==> src/rtl/float_mul_arb_if.sv <==
// Bundle between the float_mul sharing arbiter, its requesters and the shared float_mul.
// master is the arbiter's view; slave is the mirrored view of the surrounding datapath.
interface float_mul_arb_if #(
  parameter int unsigned NREQ = 3
);
  logic [NREQ-1:0]    req;
  logic [NREQ*32-1:0] a_in;
  logic [NREQ*32-1:0] b_in;
  logic [NREQ-1:0]    done;
  logic [31:0]        res_out;
  logic               err;
  logic               mul_start;
  logic [31:0]        mul_a;
  logic [31:0]        mul_b;
  logic [31:0]        mul_out;
  logic               mul_ready;

  modport master (
    input  req, a_in, b_in, mul_out, mul_ready,
    output done, res_out, err, mul_start, mul_a, mul_b
  );

  modport slave (
    output req, a_in, b_in, mul_out, mul_ready,
    input  done, res_out, err, mul_start, mul_a, mul_b
  );
endinterface

==> src/rtl/float_mul_arb.sv <==
// Round-robin arbiter sharing one float_mul among NREQ requesters; a watchdog
// turns a hung multiply into a quiet-NaN result plus a sticky error flag.
module float_mul_arb #(
  parameter int unsigned NREQ    = 3,
  parameter int unsigned TIMEOUT = 64,
  parameter int unsigned CW      = 7
) (
  input  logic            clk,
  input  logic            rst,
  float_mul_arb_if.master bus
);

  localparam int unsigned IW       = (NREQ > 1) ? $clog2(NREQ) : 1;
  localparam logic [31:0] QuietNan = 32'h7FC0_0000;

  typedef enum logic [1:0] {StIdle, StIssue, StWait, StDone} state_e;

  state_e          state_q, state_d;
  logic [IW-1:0]   ptr_q, ptr_d;
  logic [IW-1:0]   owner_q, owner_d;
  logic [31:0]     mul_a_q, mul_a_d;
  logic [31:0]     mul_b_q, mul_b_d;
  logic [31:0]     res_q, res_d;
  logic [CW-1:0]   cnt_q, cnt_d;
  logic            err_q, err_d;
  logic            ready_q;

  logic [IW-1:0]   grant;
  logic            grant_vld;
  logic [31:0]     sel_a, sel_b;
  logic            ready_edge;
  logic            cnt_expired;

  // A level left high from the previous operation must not complete this one.
  assign ready_edge  = bus.mul_ready & ~ready_q;
  assign cnt_expired = (cnt_q == CW'(TIMEOUT - 1));

  // First requester at or above the rotating pointer, wrapping around.
  always_comb begin
    grant     = '0;
    grant_vld = 1'b0;
    for (int unsigned i = 0; i < NREQ; i++) begin
      if (!grant_vld && bus.req[(32'(ptr_q) + i) % NREQ]) begin
        grant_vld = 1'b1;
        grant     = IW'((32'(ptr_q) + i) % NREQ);
      end
    end
  end

  always_comb begin
    sel_a = '0;
    sel_b = '0;
    for (int unsigned i = 0; i < NREQ; i++) begin
      if (IW'(i) == grant) begin
        sel_a = bus.a_in[i*32 +: 32];
        sel_b = bus.b_in[i*32 +: 32];
      end
    end
  end

  // State register
  always_ff @(posedge clk or negedge rst) begin
    if (!rst) begin
      state_q <= StIdle;
    end else begin
      state_q <= state_d;
    end
  end

  // Next-state logic
  always_comb begin
    state_d = state_q;
    unique case (state_q)
      StIdle:  if (grant_vld) state_d = StIssue;
      StIssue: state_d = StWait;
      StWait:  if (ready_edge || cnt_expired) state_d = StDone;
      StDone:  state_d = StIdle;
      default: state_d = StIdle;
    endcase
  end

  // Datapath next-state
  always_comb begin
    ptr_d   = ptr_q;
    owner_d = owner_q;
    mul_a_d = mul_a_q;
    mul_b_d = mul_b_q;
    res_d   = res_q;
    cnt_d   = cnt_q;
    err_d   = err_q;
    unique case (state_q)
      StIdle: begin
        if (grant_vld) begin
          owner_d = grant;
          mul_a_d = sel_a;
          mul_b_d = sel_b;
        end
      end
      StIssue: cnt_d = '0;
      StWait: begin
        if (ready_edge) begin
          res_d = bus.mul_out;
        end else if (cnt_expired) begin
          err_d = 1'b1;
          res_d = QuietNan;
        end else begin
          cnt_d = cnt_q + CW'(1);
        end
      end
      StDone: ptr_d = (owner_q == IW'(NREQ - 1)) ? '0 : owner_q + IW'(1);
      default: ;
    endcase
  end

  always_ff @(posedge clk or negedge rst) begin
    if (!rst) begin
      ptr_q   <= '0;
      owner_q <= '0;
      mul_a_q <= '0;
      mul_b_q <= '0;
      res_q   <= '0;
      cnt_q   <= '0;
      err_q   <= 1'b0;
      ready_q <= 1'b0;
    end else begin
      ptr_q   <= ptr_d;
      owner_q <= owner_d;
      mul_a_q <= mul_a_d;
      mul_b_q <= mul_b_d;
      res_q   <= res_d;
      cnt_q   <= cnt_d;
      err_q   <= err_d;
      ready_q <= bus.mul_ready;
    end
  end

  // Outputs
  always_comb begin
    bus.done = '0;
    if (state_q == StDone) begin
      bus.done[owner_q] = 1'b1;
    end
    bus.mul_start = (state_q == StIssue);
  end

  assign bus.mul_a   = mul_a_q;
  assign bus.mul_b   = mul_b_q;
  assign bus.res_out = res_q;
  assign bus.err     = err_q;

endmodule

==> src/flat_wrapper.sv <==
// flat-port wrapper written by rule: the top's interface ports become plain ports
module float_mul_arb_flat 
#(
  parameter int unsigned NREQ    = 3,
  parameter int unsigned TIMEOUT = 64,
  parameter int unsigned CW      = 7
)
  (clk, rst, bus_req, bus_a_in, bus_b_in, bus_mul_out, bus_mul_ready, bus_done, bus_res_out, bus_err, bus_mul_start, bus_mul_a, bus_mul_b);
  float_mul_arb_if #(.NREQ(NREQ)) bus_i ();
  input  logic clk;
  input  logic rst;
  input wire logic [$bits(bus_i.req)-1:0] bus_req;
  input wire logic [$bits(bus_i.a_in)-1:0] bus_a_in;
  input wire logic [$bits(bus_i.b_in)-1:0] bus_b_in;
  input wire logic [$bits(bus_i.mul_out)-1:0] bus_mul_out;
  input wire logic [$bits(bus_i.mul_ready)-1:0] bus_mul_ready;
  output wire logic [$bits(bus_i.done)-1:0] bus_done;
  output wire logic [$bits(bus_i.res_out)-1:0] bus_res_out;
  output wire logic [$bits(bus_i.err)-1:0] bus_err;
  output wire logic [$bits(bus_i.mul_start)-1:0] bus_mul_start;
  output wire logic [$bits(bus_i.mul_a)-1:0] bus_mul_a;
  output wire logic [$bits(bus_i.mul_b)-1:0] bus_mul_b;
  assign bus_i.req = bus_req;
  assign bus_i.a_in = bus_a_in;
  assign bus_i.b_in = bus_b_in;
  assign bus_i.mul_out = bus_mul_out;
  assign bus_i.mul_ready = bus_mul_ready;
  assign bus_done = bus_i.done;
  assign bus_res_out = bus_i.res_out;
  assign bus_err = bus_i.err;
  assign bus_mul_start = bus_i.mul_start;
  assign bus_mul_a = bus_i.mul_a;
  assign bus_mul_b = bus_i.mul_b;
  float_mul_arb #(.NREQ(NREQ), .TIMEOUT(TIMEOUT), .CW(CW)) u_core (.clk(clk), .rst(rst), .bus(bus_i));
endmodule
==> config.mk <==
export PLATFORM = sky130hd
export DESIGN_NAME = float_mul_arb_flat
export DESIGN_NICKNAME = d
export VERILOG_FILES = /design/src/rtl/float_mul_arb_if.sv /design/src/rtl/float_mul_arb.sv /design/src/flat_wrapper.sv
export SDC_FILE = /design/constraint.sdc
export NUM_CORES = 1
export LEC_CHECK = 0
export CORE_ASPECT_RATIO = 0.8
export CORE_MARGIN = 2
export CORE_UTILIZATION = 40
export CTS_CLUSTER_SIZE = 14
export DETAILED_ROUTE_END_ITERATION = 12
export PLACE_DENSITY = 0.82
export SLEW_MARGIN = 30
export SYNTH_ARGS = -nofsm -noshare
export SYNTH_HDL_FRONTEND = slang
export SYNTH_SLANG_ARGS = --single-unit
==> constraint.sdc <==
create_clock -name clk -period 3.17 [get_ports clk]
set_clock_uncertainty 0.2 [all_clocks]
set_input_delay 0.7925 -clock clk [delete_from_list [all_inputs] [get_ports clk]]
set_output_delay 0.7925 -clock clk [all_outputs]
set_load 0.03 [all_outputs]
==> impl_metrics.json <==
{
  "antenna_found_initial": 1,
  "rows": 40,
  "p_total_w": 0.0107,
  "critical_path.top_delay_family": "buffers and inverters",
  "path_clk_slew_ps": 80,
  "routed_via_density": 5.49,
  "ios": 331,
  "critPathMaxStageDelay_ps": 720,
  "die_w_um": 142,
  "dp_hpwl_um": 16300,
  "antennaDiodeCount": 0,
  "setup_ws_ps": 164,
  "root_buffer": "clkbuf_16",
  "cts_setup_buffers": 0,
  "fmax_mhz": 333,
  "synth_top_flop_cell": "dfrtp_1",
  "cts_tree": "built",
  "synth_cells": 612,
  "clk_latency_ps": 350,
  "whs_ps": 122,
  "dieArea_mm2": 0.0161,
  "synth_nets": 851,
  "slew_headroom_pct": 56.1,
  "rsz0062_at_grt": "false",
  "netlist_area_mm2": 0.00606,
  "grt_max_degree": 67,
  "overflow": 0,
  "routed_wl_um": 21800,
  "track_usage_pct": 26.9,
  "worstMarginPinSlew_ps": 659,
  "place_congestion": 0.823,
  "core_area_mm2": 0.0149,
  "cp_num_buf_inv": 1,
  "path_max_fanout": 5,
  "syn2layout_area_growth_pct": 65.0,
  "r2r_start": "u_core.ptr_q[0]",
  "synth_edf_count": 0,
  "drv_slew": 0,
  "yosysUniqueCellTypes": 44,
  "drive_gt1_share_pct": 12.3,
  "r2r-end": "u_core.bus.mul_b[15]",
  "ys_seq_area_share_pct": 45.9,
  "post-route-drc-count": 0,
  "outcome": "finished clean",
  "ant_nets": 0,
  "nNetsFinal": 1164,
  "synth-seq-cells": 111,
  "initial_core_util_pct": 40.6,
  "fin_crit_sh_pct": 94.8,
  "worstSetupPathType": "flip-flop to output pin",
  "setup_viol": 0,
  "cp.arrival_ps": 2010,
  "drt_iter0_drc": 292,
  "wl_per_cell_um": 19.5,
  "port_buffers": 330,
  "grt_pass1_wl_um": 33800,
  "max_cap_viol_count": 0,
  "dp_slack_ps": -7.44,
  "dpl-instance-area_mm2": 0.00971,
  "hold_class": "input port to async pin",
  "cts_made_buffers": 9,
  "syn_avg_cell_area_um2": 9.90,
  "p_leak_nw": 4.05,
  "post-route-cell-area_mm2": 0.00999,
  "synth_warnings": 0,
  "crit_chain": "ha_1 > nor3b_1 > clkdlybuf4s50_1",
  "clockBufferDepth": 2,
  "rr_worst_depth": 10,
  "grt_pass1_vias": 6270,
  "end_kind": "output pin",
  "ir_worst_vdd_mv": 0.491,
  "drt-pass1-iter-count": 4,
  "h-tree-depth": 3,
  "powerDensity_mw_per_mm2": 1070,
  "cts.sinks": 111,
  "die_y_um": 114,
  "startpoint_type": "flip-flop",
  "postCtsResizedCells": 0,
  "fin_crit_ps": 3010,
  "reg2reg_slack_ps": 470,
  "critPathRequiredTime_ps": 2180,
  "vias": 6138,
  "ys_async_sr_fraction_pct": 100,
  "crit_slowest_cell": "clkdlybuf4s50_1",
  "final-hold-violation-count": 0,
  "cts.hold.buffers_added": 0
}
cell usage after synthesis (2+ instances only):
cell type	n	area share (%)
o21ai_1	66	5.5
o21ai_2	2	0.29
inv_1	6	0.37
buf_6	7	1.3
nor3_1	2	0.17
a211oi_1	4	0.50
buf_2	20	1.7
a32oi_1	2	0.29
o21ai_0	67	5.5
and3b_1	2	0.29
o31ai_1	3	0.37
nor2_1	8	0.50
nand2_1	77	4.8
clkbuf_1	26	1.6
nand2b_1	2	0.21
a211oi_2	60	12
o22a_1	10	1.4
dfrtp_1	111	46
o2bb2ai_1	3	0.43
a22o_1	26	3.8
ha_1	9	1.9
nand3_1	3	0.25
o21a_1	2	0.25
a21oi_1	3	0.25
o21bai_1	3	0.37
nor2b_1	4	0.41
mux2i_1	5	0.83
and3_1	63	6.5
where the power goes:
part	total, W	internal (W)	switching [W]
Clock	0.00111	0.000549	0.000564
Sequential	0.00245	0.00208	0.000370
Combinational	0.00714	0.00302	0.00412
Total	0.0107	0.00565	0.00505
layout by cell type, fill, tap and decap left out, types with 3 or more instances in the layout:
cell type        count
o21ai_0             67
nand3_1              3
nand2_1             76
o22a_1              10
clkdlybuf4s50_1    329
and3_1              63
o31ai_1              3
a22o_1              26
buf_12              12
dfrtp_1            111
o21bai_1             3
a21oi_1              3
nor2_1               8
mux2i_1              5
o21ai_1             65
inv_1                6
a211oi_2            60
ha_1                 9
o2bb2ai_1            3
nor2b_1              4
buf_4               16
clkbuf_16            9
a211oi_1             4
worst register-to-register path, cell delays in order, from the launching register on:
cell and delay (ps):
dfrtp_1 380, inv_1 90, ha_1 430, or2_0 260
a32oi_1 260, a211oi_1 150, buf_4 160, o21ai_4 180
buf_12 210, o21ai_0 140, o21ai_1 170
routing by layer:
| layer | global-route usage, % | up-vias | wire length, µm |
|---|---|---|---|
| met5 | 0 | - | 13 |
| met4 | 9.27 | 2 | 660 |
| met3 | 7.53 | 54 | 1570 |
| met2 | 47.0 | 269 | 10900 |
| met1 | 32.0 | 2929 | 8650 |
| li1 | - | 2884 | - |
through the flow:
step	cells	TNS [ps]	util, %
3_3_place_gp	1103	0	65.1
5_1_grt	1119	0	67.0
6_report	1119	0	67.0
2_1_floorplan	612	0	-
4_1_cts	1119	0	67.0
3_5_place_dp	1103	-7.44	65.1
cells by family (layout without fill, tap and decap cells):
| kind of cell | count (synthesis) | in the layout | share of synthesized area (%) |
|---|---|---|---|
| muxes | 6 | 6 | 1.01 |
| adders and majority gates | 9 | 9 | 1.86 |
| DFF | 111 | 111 | 45.9 |
| buffers and inverters | 62 | 380 | 5.21 |
| AOI/OAI and AO/OA | 257 | 257 | 32.2 |
| and+or+nand+nor | 167 | 167 | 13.8 |
worst max path at each step:
stage,startpoint,to,slack [ps],depth (start not counted)
2_1_floorplan,bus_req[2],u_core.bus.mul_a[17],640,8
3_3_place_gp,bus_req[2],u_core.bus.mul_a[24],20,8
3_5_place_dp,bus_req[0],u_core.bus.mul_a[25],-7,8
4_1_cts,u_core.state_q[0],bus_done[0],160,3
5_1_grt,u_core.state_q[0],bus_done[0],70,3
6_report,u_core.state_q[0],bus_done[0],160,3
sequential cells by signal, summed over array words and instances, names as in the netlist:
| name | cells |
|---|---|
| u_core.bus.mul_a | 32 |
| u_core.state_q | 2 |
| u_core.ready_q | 1 |
| u_core.cnt_q | 7 |
| u_core.bus.res_out | 32 |
| u_core.bus.mul_b | 32 |
| u_core.owner_q | 2 |
| u_core.ptr_q | 2 |
| u_core.bus.err | 1 |
area by class of cell:
type                    count  area, µm²
clock buffers              10        229
repair buffers            357       3650
inverters                   7       26.3
multi-input cells         439       3020
well taps                 189        236
clock inverters             6       55.1
flip-flops and latches    111       2780
fillers                  1195       4920
No activity file was read; power rests on OpenSTA's default activity.
